<file path="config.mk">
export PLATFORM = sky130hd
export DESIGN_NAME = mac_row_seq
export DESIGN_NICKNAME = d
export VERILOG_FILES = /design/src/rtl/mac_row_seq.sv
export SDC_FILE = /design/constraint.sdc
export NUM_CORES = 1
export LEC_CHECK = 0
export CORE_MARGIN = 4
export CORE_UTILIZATION = 45
export DETAILED_ROUTE_END_ITERATION = 10
export PLACE_DENSITY = 0.83
export SLEW_MARGIN = 20
export SYNTH_ARGS = -nofsm -noshare
export SYNTH_HDL_FRONTEND = slang
export SYNTH_SLANG_ARGS = --single-unit
export TNS_END_PERCENT = 5
</file>
<file path="constraint.sdc">
create_clock -name clk -period 2 [get_ports clk]
set_input_delay 0.6 -clock clk [delete_from_list [all_inputs] [get_ports clk]]
set_output_delay 0.6 -clock clk [all_outputs]
set_load 0.02 [all_outputs]
</file>
<file path="src/rtl/mac_row_seq.sv">
// -----------------------------------------------------------------------------
// mac_row_seq
//
// Sequencer for one mac_row instance. A start command runs one pass:
//   1. accept `col` weights from the weight stream and issue them as load
//      instructions (inst_w = 01),
//   2. spend one idle gap cycle,
//   3. accept `num_act` activations from the activation stream and issue them
//      as execute instructions (inst_w = 10),
//   4. wait drain_cyc cycles for the row pipeline to empty, sample the row's
//      valid vector, then pulse done.
//
// Ports:
//   clk        rising-edge clock
//   reset      synchronous, active-low reset
//   start      begin a pass (only looked at in IDLE)
//   num_act    activations in the pass, 0..max_act (larger values clamp)
//   w_data     weight stream data
//   w_valid    weight stream valid
//   w_ready    weight stream ready (high only while loading weights)
//   a_data     activation stream data
//   a_valid    activation stream valid
//   a_ready    activation stream ready (high only while executing)
//   row_valid  valid vector from mac_row
//   in_w       registered data to mac_row
//   inst_w     registered instruction to mac_row: 00 idle, 01 load, 10 execute
//   busy       pass in progress
//   done       one-cycle completion pulse
//   valid_ok   &row_valid from the last drain cycle, held until next start
//
// drain_cyc must be at least col+1 so the last execute has travelled through
// every column before row_valid is sampled.
// -----------------------------------------------------------------------------
module mac_row_seq #(
  parameter int bw        = 4,
  parameter int col       = 8,
  parameter int max_act   = 64,
  parameter int drain_cyc = 10
) (
  input  logic                         clk,
  input  logic                         reset,
  input  logic                         start,
  input  logic [$clog2(max_act):0]     num_act,
  input  logic [bw-1:0]                w_data,
  input  logic                         w_valid,
  output logic                         w_ready,
  input  logic [bw-1:0]                a_data,
  input  logic                         a_valid,
  output logic                         a_ready,
  input  logic [col-1:0]               row_valid,
  output logic [bw-1:0]                in_w,
  output logic [1:0]                   inst_w,
  output logic                         busy,
  output logic                         done,
  output logic                         valid_ok
);

  // ---------------------------------------------------------------------------
  // Widths and constants
  // ---------------------------------------------------------------------------
  localparam int na_w = $clog2(max_act) + 1;   // holds 0..max_act
  localparam int wc_w = $clog2(col + 1);       // holds 0..col
  localparam int dc_w = $clog2(drain_cyc + 1); // holds 0..drain_cyc

  localparam logic [na_w-1:0] max_act_v  = na_w'(max_act);
  localparam logic [wc_w-1:0] last_w_v   = wc_w'(col - 1);
  localparam logic [dc_w-1:0] last_d_v   = dc_w'(drain_cyc - 1);

  localparam logic [1:0] inst_idle = 2'b00;
  localparam logic [1:0] inst_load = 2'b01;
  localparam logic [1:0] inst_exec = 2'b10;

  typedef enum logic [2:0] {
    IDLE,
    LOAD_W,
    GAP,
    EXEC,
    DRAIN
  } state_t;

  state_t state;
  state_t state_nxt;

  logic [wc_w-1:0] w_cnt;     // weight handshakes so far in this pass
  logic [na_w-1:0] a_cnt;     // activation handshakes so far in this pass
  logic [dc_w-1:0] d_cnt;     // drain cycles elapsed
  logic [na_w-1:0] num_lat;   // clamped activation count for this pass

  logic [na_w-1:0] num_eff;
  logic            w_hs;
  logic            a_hs;
  logic            last_w;
  logic            last_a;
  logic            last_drain;
  logic            start_ok;
  logic            start_zero;

  // ---------------------------------------------------------------------------
  // Handshake and terminal-count decode
  // ---------------------------------------------------------------------------
  assign num_eff    = (num_act > max_act_v) ? max_act_v : num_act;
  assign w_hs       = w_valid & w_ready;
  assign a_hs       = a_valid & a_ready;
  assign last_w     = w_hs && (w_cnt == last_w_v);
  // num_lat is never 0 inside EXEC, so num_lat-1 cannot underflow here.
  assign last_a     = a_hs && (a_cnt == (num_lat - na_w'(1)));
  assign last_drain = (state == DRAIN) && (d_cnt == last_d_v);
  assign start_ok   = (state == IDLE) && start && (num_eff != '0);
  assign start_zero = (state == IDLE) && start && (num_eff == '0);

  // ---------------------------------------------------------------------------
  // State register
  // ---------------------------------------------------------------------------
  // NOTE: sequential state is written with non-blocking (<=) assignments so
  // every register samples the pre-edge values, independent of block order.
  always_ff @(posedge clk) begin
    if (!reset) begin
      state <= IDLE;
    end else begin
      state <= state_nxt;
    end
  end

  // ---------------------------------------------------------------------------
  // Next-state logic
  // ---------------------------------------------------------------------------
  // NOTE: state_nxt gets a default before the case so no path leaves it
  // unassigned, which would otherwise infer a latch.
  always_comb begin
    state_nxt = state;
    unique case (state)
      IDLE:    if (start_ok)   state_nxt = LOAD_W;
      LOAD_W:  if (last_w)     state_nxt = GAP;
      GAP:                     state_nxt = EXEC;
      EXEC:    if (last_a)     state_nxt = DRAIN;
      DRAIN:   if (last_drain) state_nxt = IDLE;
      default:                 state_nxt = IDLE;
    endcase
  end

  // ---------------------------------------------------------------------------
  // State-decoded outputs
  // ---------------------------------------------------------------------------
  always_comb begin
    w_ready = 1'b0;
    a_ready = 1'b0;
    busy    = 1'b1;
    unique case (state)
      IDLE:    busy    = 1'b0;
      LOAD_W:  w_ready = 1'b1;
      EXEC:    a_ready = 1'b1;
      default: ;
    endcase
  end

  // ---------------------------------------------------------------------------
  // Counters, instruction issue and completion status
  // ---------------------------------------------------------------------------
  always_ff @(posedge clk) begin
    if (!reset) begin
      w_cnt    <= '0;
      a_cnt    <= '0;
      d_cnt    <= '0;
      num_lat  <= '0;
      in_w     <= '0;
      inst_w   <= inst_idle;
      done     <= 1'b0;
      valid_ok <= 1'b0;
    end else begin
      // Bubble unless a handshake below issues something; in_w keeps its value.
      inst_w <= inst_idle;
      done   <= 1'b0;

      if (start_ok || start_zero) begin
        num_lat  <= num_eff;
        valid_ok <= 1'b0;
        w_cnt    <= '0;
        a_cnt    <= '0;
        d_cnt    <= '0;
      end

      // A zero-length pass completes immediately without touching the row.
      if (start_zero) begin
        done <= 1'b1;
      end

      if (w_hs) begin
        in_w   <= w_data;
        inst_w <= inst_load;
        w_cnt  <= last_w ? '0 : w_cnt + wc_w'(1);
      end

      if (a_hs) begin
        in_w   <= a_data;
        inst_w <= inst_exec;
        a_cnt  <= last_a ? '0 : a_cnt + na_w'(1);
      end

      if (state == DRAIN) begin
        d_cnt <= last_drain ? '0 : d_cnt + dc_w'(1);
        if (last_drain) begin
          valid_ok <= &row_valid;
          done     <= 1'b1;
        end
      end
    end
  end

endmodule

</file>
==> results of run 1 <==
critical path, stage by stage (launching register included):
cell and delay, ns:
sky130_fd_sc_hd__dfxtp_2 0.33, sky130_fd_sc_hd__inv_2 0.06, sky130_fd_sc_hd__ha_4 0.12, sky130_fd_sc_hd__or3b_4 0.39
sky130_fd_sc_hd__xnor2_1 0.14, sky130_fd_sc_hd__or4_4 0.57, sky130_fd_sc_hd__nor3_4 0.20, sky130_fd_sc_hd__a31oi_1 0.11
path summary, 6_finish.rpt:
| path | slack [ns] | endpoint | cells past startpoint | startpoint |
|---|---|---|---|---|
| worst min-delay path | 0.49 | in_w[0] | 2 | in_w[0] |
| worst max-delay path | -0.04 | state[1] | 7 | num_lat[1] |
| worst min register to register | 0.49 | in_w[0] | 2 | in_w[0] |
| worst max register to register | -0.04 | state[1] | 7 | num_lat[1] |
routing by layer:
metal  wire length, µm  vias up  global-route usage, %
li1                  -      912                      -
met1              2065      833                  22.87
met2              2211       26                  29.63
met3               148        7                  4.173
met4                61        0                  5.957
met5                 0        -                      0
where the power goes:
part	switching [mW]	total [mW]	internal (mW)
Sequential	0.0283	0.716	0.688
Combinational	0.215	0.434	0.219
Clock	0.257	0.752	0.495
Total	0.500	1.90	1.40
layout make-up:
type	count	share of cell area, %
clock buffer	5	2.693
clock inverter	3	2.547
timing repair buffer	66	23.36
tap	48	2.351
multi-input combinational	165	41.58
inverter	10	1.469
sequential	33	26.00
logic make-up (layout without fill, tap and decap cells):
group	count (synthesis)	in the layout	synth area share, %
AND/OR/NAND/NOR	99	99	29.65
AO/OA/AOI/OAI	50	50	19.03
flip-flops	33	33	37.63
buffers and inverters	19	84	4.633
XOR/XNOR	11	11	5.488
adder cells (fa/ha/maj)	5	5	3.564
layout by cell type, fill, tap and decap left out, drive strengths merged, types with 2 or more instances in the layout:
cell,synthesis,final
dlymetal6s2s,0,5
clkdlybuf4s50,0,27
nor3b,2,2
bufinv,0,2
buf,4,28
nand4,2,2
xor2,5,5
o211ai,3,3
inv,10,10
o22ai,2,2
nand3b,9,9
nor3,6,6
o21ai,11,11
dlygate4sd2,0,5
a31oi,3,3
o2111ai,3,3
ha,5,5
a21oi,14,14
xnor2,6,6
nor2,21,21
a311oi,5,5
nand2,32,32
and3,3,3
or4,3,3
clkbuf,5,5
and2,5,5
a211oi,2,2
dfxtp,33,33
nand3,8,8
metrics by stage:
step	cell area (µm²)	utilization, %	setup WS [ns]	setup TNS, ns
detailed placement	2385	64.18	-0.4954	-1.770
global route	2555	68.75	-0.1339	-1.038
floorplan	1785	-	0.007921	0
CTS	2522	67.88	-0.06046	-0.1804
finish	2555	68.75	-0.04161	-0.1315
global placement	2385	64.18	-0.4080	-1.536
repair_timing:
action                                  CTS  global route
pin swaps                                 2             5
endpoints found under the setup margin   10            13
hold endpoints to repair                  0             0
cloned                                    0             0
hold buffers                              0             0
setup buffers                             0             1
gates resized for setup                   8             9
state kept, by name, indices dropped and copies added (netlist names), 2 cells and up:
register,flops
inst_w,2
d_cnt,4
num_lat,7
a_cnt,7
w_cnt,4
in_w,4
state,3
==> run_summary.xml, run 1 <==
<?xml version="1.0" encoding="UTF-8"?>
<metrics>
  <group name="setup_path">
    <metric name="worst_path_required_time" unit="ns">2.17</metric>
    <metric name="crit_path_end_kind" unit="">flip-flop</metric>
    <metric name="worst-endpoint-arrival" unit="ns">2.21</metric>
    <metric name="cp_max_fo" unit="">9</metric>
    <metric name="start_kind" unit="">flip-flop</metric>
    <metric name="critical_path_class" unit="">flip-flop to flip-flop</metric>
  </group>
  <group name="timing">
    <metric name="period_share" unit="%">102.1</metric>
    <metric name="grt_setup_unrepaired" unit="">true</metric>
    <metric name="max_slew.worst_pin.slew" unit="ns">0.5588</metric>
    <metric name="skew" unit="ns">0.006897</metric>
    <metric name="finalSetupViolCount" unit="">6</metric>
    <metric name="final_max_slew_viol_count" unit="">0</metric>
    <metric name="maxClockFrequency" unit="MHz">489.8</metric>
    <metric name="final_critical_path_setup_slack" unit="ns">-0.04161</metric>
    <metric name="post_route_worst_hold_slack" unit="ns">0.4912</metric>
    <metric name="timing.max_slew.rel_slack" unit="%">62.75</metric>
    <metric name="layout_min_cycle_time" unit="ns">2.042</metric>
    <metric name="finalHoldViolCount" unit="">0</metric>
  </group>
  <group name="synthesis">
    <metric name="yosysMostFrequentCell" unit="">sky130_fd_sc_hd__dfxtp_1</metric>
    <metric name="netlist_top_cells_count" unit="">sky130_fd_sc_hd__dfxtp_1 (33), sky130_fd_sc_hd__nand2_1 (32), sky130_fd_sc_hd__nor2_1 (21)</metric>
    <metric name="post_synth_inst_count" unit="">217</metric>
    <metric name="synth-main-ff-cell" unit="">sky130_fd_sc_hd__dfxtp_1</metric>
    <metric name="synth-warning-count" unit="">0</metric>
    <metric name="synth_area_per_inst" unit="µm²">8.090</metric>
    <metric name="synth_largest_area_cell" unit="">sky130_fd_sc_hd__dfxtp_1</metric>
    <metric name="async_reset_ff_share" unit="%">0</metric>
    <metric name="yosys_register_bits" unit="">33</metric>
    <metric name="synth_area_leaders" unit="">sky130_fd_sc_hd__dfxtp_1 (38%), sky130_fd_sc_hd__nand2_1 (6.8%), sky130_fd_sc_hd__nor2_1 (4.5%)</metric>
    <metric name="synthesized_cell_area" unit="mm²">0.001755</metric>
    <metric name="synthDistinctLibCells" unit="">48</metric>
    <metric name="synth_seq_area_share" unit="%">37.63</metric>
    <metric name="synth.top_cell.area_share" unit="%">37.63</metric>
    <metric name="synth_edf_count" unit="">0</metric>
    <metric name="synth.net_count" unit="">250</metric>
  </group>
  <group name="die">
    <metric name="core.rowCount" unit="">22</metric>
    <metric name="core_area" unit="mm²">0.003716</metric>
    <metric name="die_area" unit="mm²">0.004964</metric>
    <metric name="die-width" unit="µm">70.46</metric>
    <metric name="floorplan.die.height" unit="µm">70.46</metric>
    <metric name="initial_cell_density_of_the_core" unit="%">47.24</metric>
    <metric name="num_ports" unit="">39</metric>
  </group>
  <group name="place">
    <metric name="gpl.final_weighted_congestion" unit="">0.8746</metric>
    <metric name="post-dp-hpwl" unit="mm">3.389</metric>
    <metric name="port_buffers" unit="">38</metric>
    <metric name="dpl.cell_count" unit="">321</metric>
  </group>
  <group name="pwr">
    <metric name="report.power.total" unit="mW">1.902</metric>
    <metric name="p_leak" unit="nW">1.042</metric>
    <metric name="power_per_cell_area" unit="mW/mm²">744.4</metric>
    <metric name="ir_worst_vdd" unit="mV">0.5832</metric>
  </group>
  <group name="finish">
    <metric name="antenna_cells" unit="">0</metric>
    <metric name="drive_gt1_share" unit="%">19.15</metric>
    <metric name="area_growth" unit="%">45.55</metric>
    <metric name="final_cell_count_without_fillers" unit="">330</metric>
    <metric name="fillerInstances" unit="">301</metric>
    <metric name="sequential_cell_area" unit="µm²">664.4</metric>
    <metric name="num-nets-final" unit="">314</metric>
    <metric name="area_of_the_multi_input_gates" unit="mm²">0.001062</metric>
  </group>
  <group name="run">
    <metric name="cap_violations" unit="">0</metric>
  </group>
  <group name="clock_tree">
    <metric name="worst_skew_pair.late_latency" unit="ns">0.29</metric>
    <metric name="cts.path.max_buffers" unit="">2</metric>
    <metric name="clock_sink_count" unit="">33</metric>
    <metric name="clk_root_buf" unit="">sky130_fd_sc_hd__clkbuf_8</metric>
    <metric name="clock_tree_from_tritoncts" unit="">done</metric>
    <metric name="cts_made_buffers" unit="">5</metric>
    <metric name="clock_tree.htree_level_count" unit="">2</metric>
    <metric name="clk_pin_slew_worst_paths" unit="ns">0.07</metric>
  </group>
  <group name="global_route">
    <metric name="grt_first_pass_wirelength" unit="mm">7.341</metric>
    <metric name="grt_start_max_net_pins" unit="">13</metric>
    <metric name="via_count_of_the_first_global_routing_pass" unit="">1669</metric>
    <metric name="grt_antenna_before_repair" unit="">0</metric>
    <metric name="grt_overflow_total" unit="">0</metric>
    <metric name="grt_usage" unit="%">17.96</metric>
  </group>
  <group name="route">
    <metric name="drc" unit="">0</metric>
    <metric name="routed_via_density" unit="">5.388</metric>
    <metric name="post_drt_wl_per_cell" unit="µm">13.60</metric>
    <metric name="via_count" unit="">1778</metric>
    <metric name="drt_wl_total" unit="mm">4.488</metric>
    <metric name="starting_drc_count_in_detailed_routing" unit="">135</metric>
    <metric name="drt.antenna.violating_nets" unit="">0</metric>
    <metric name="drt_first_pass_iters" unit="">4</metric>
  </group>
  <group name="run_status">
    <metric name="outcome" unit="">complete, but fails checks</metric>
    <metric name="failed_checks" unit="">setup timing</metric>
  </group>
  <group name="min_path">
    <metric name="hold_path_class" unit="">flip-flop to flip-flop</metric>
  </group>
</metrics>
No activity file was read; power rests on OpenSTA's default activity.
==> inputs of run 2 (changes only) <==
- GPL_ROUTABILITY_DRIVEN: default -> 1
==> results of run 2 <==
Final layout, timing and power as in run 1 (identical DEF).
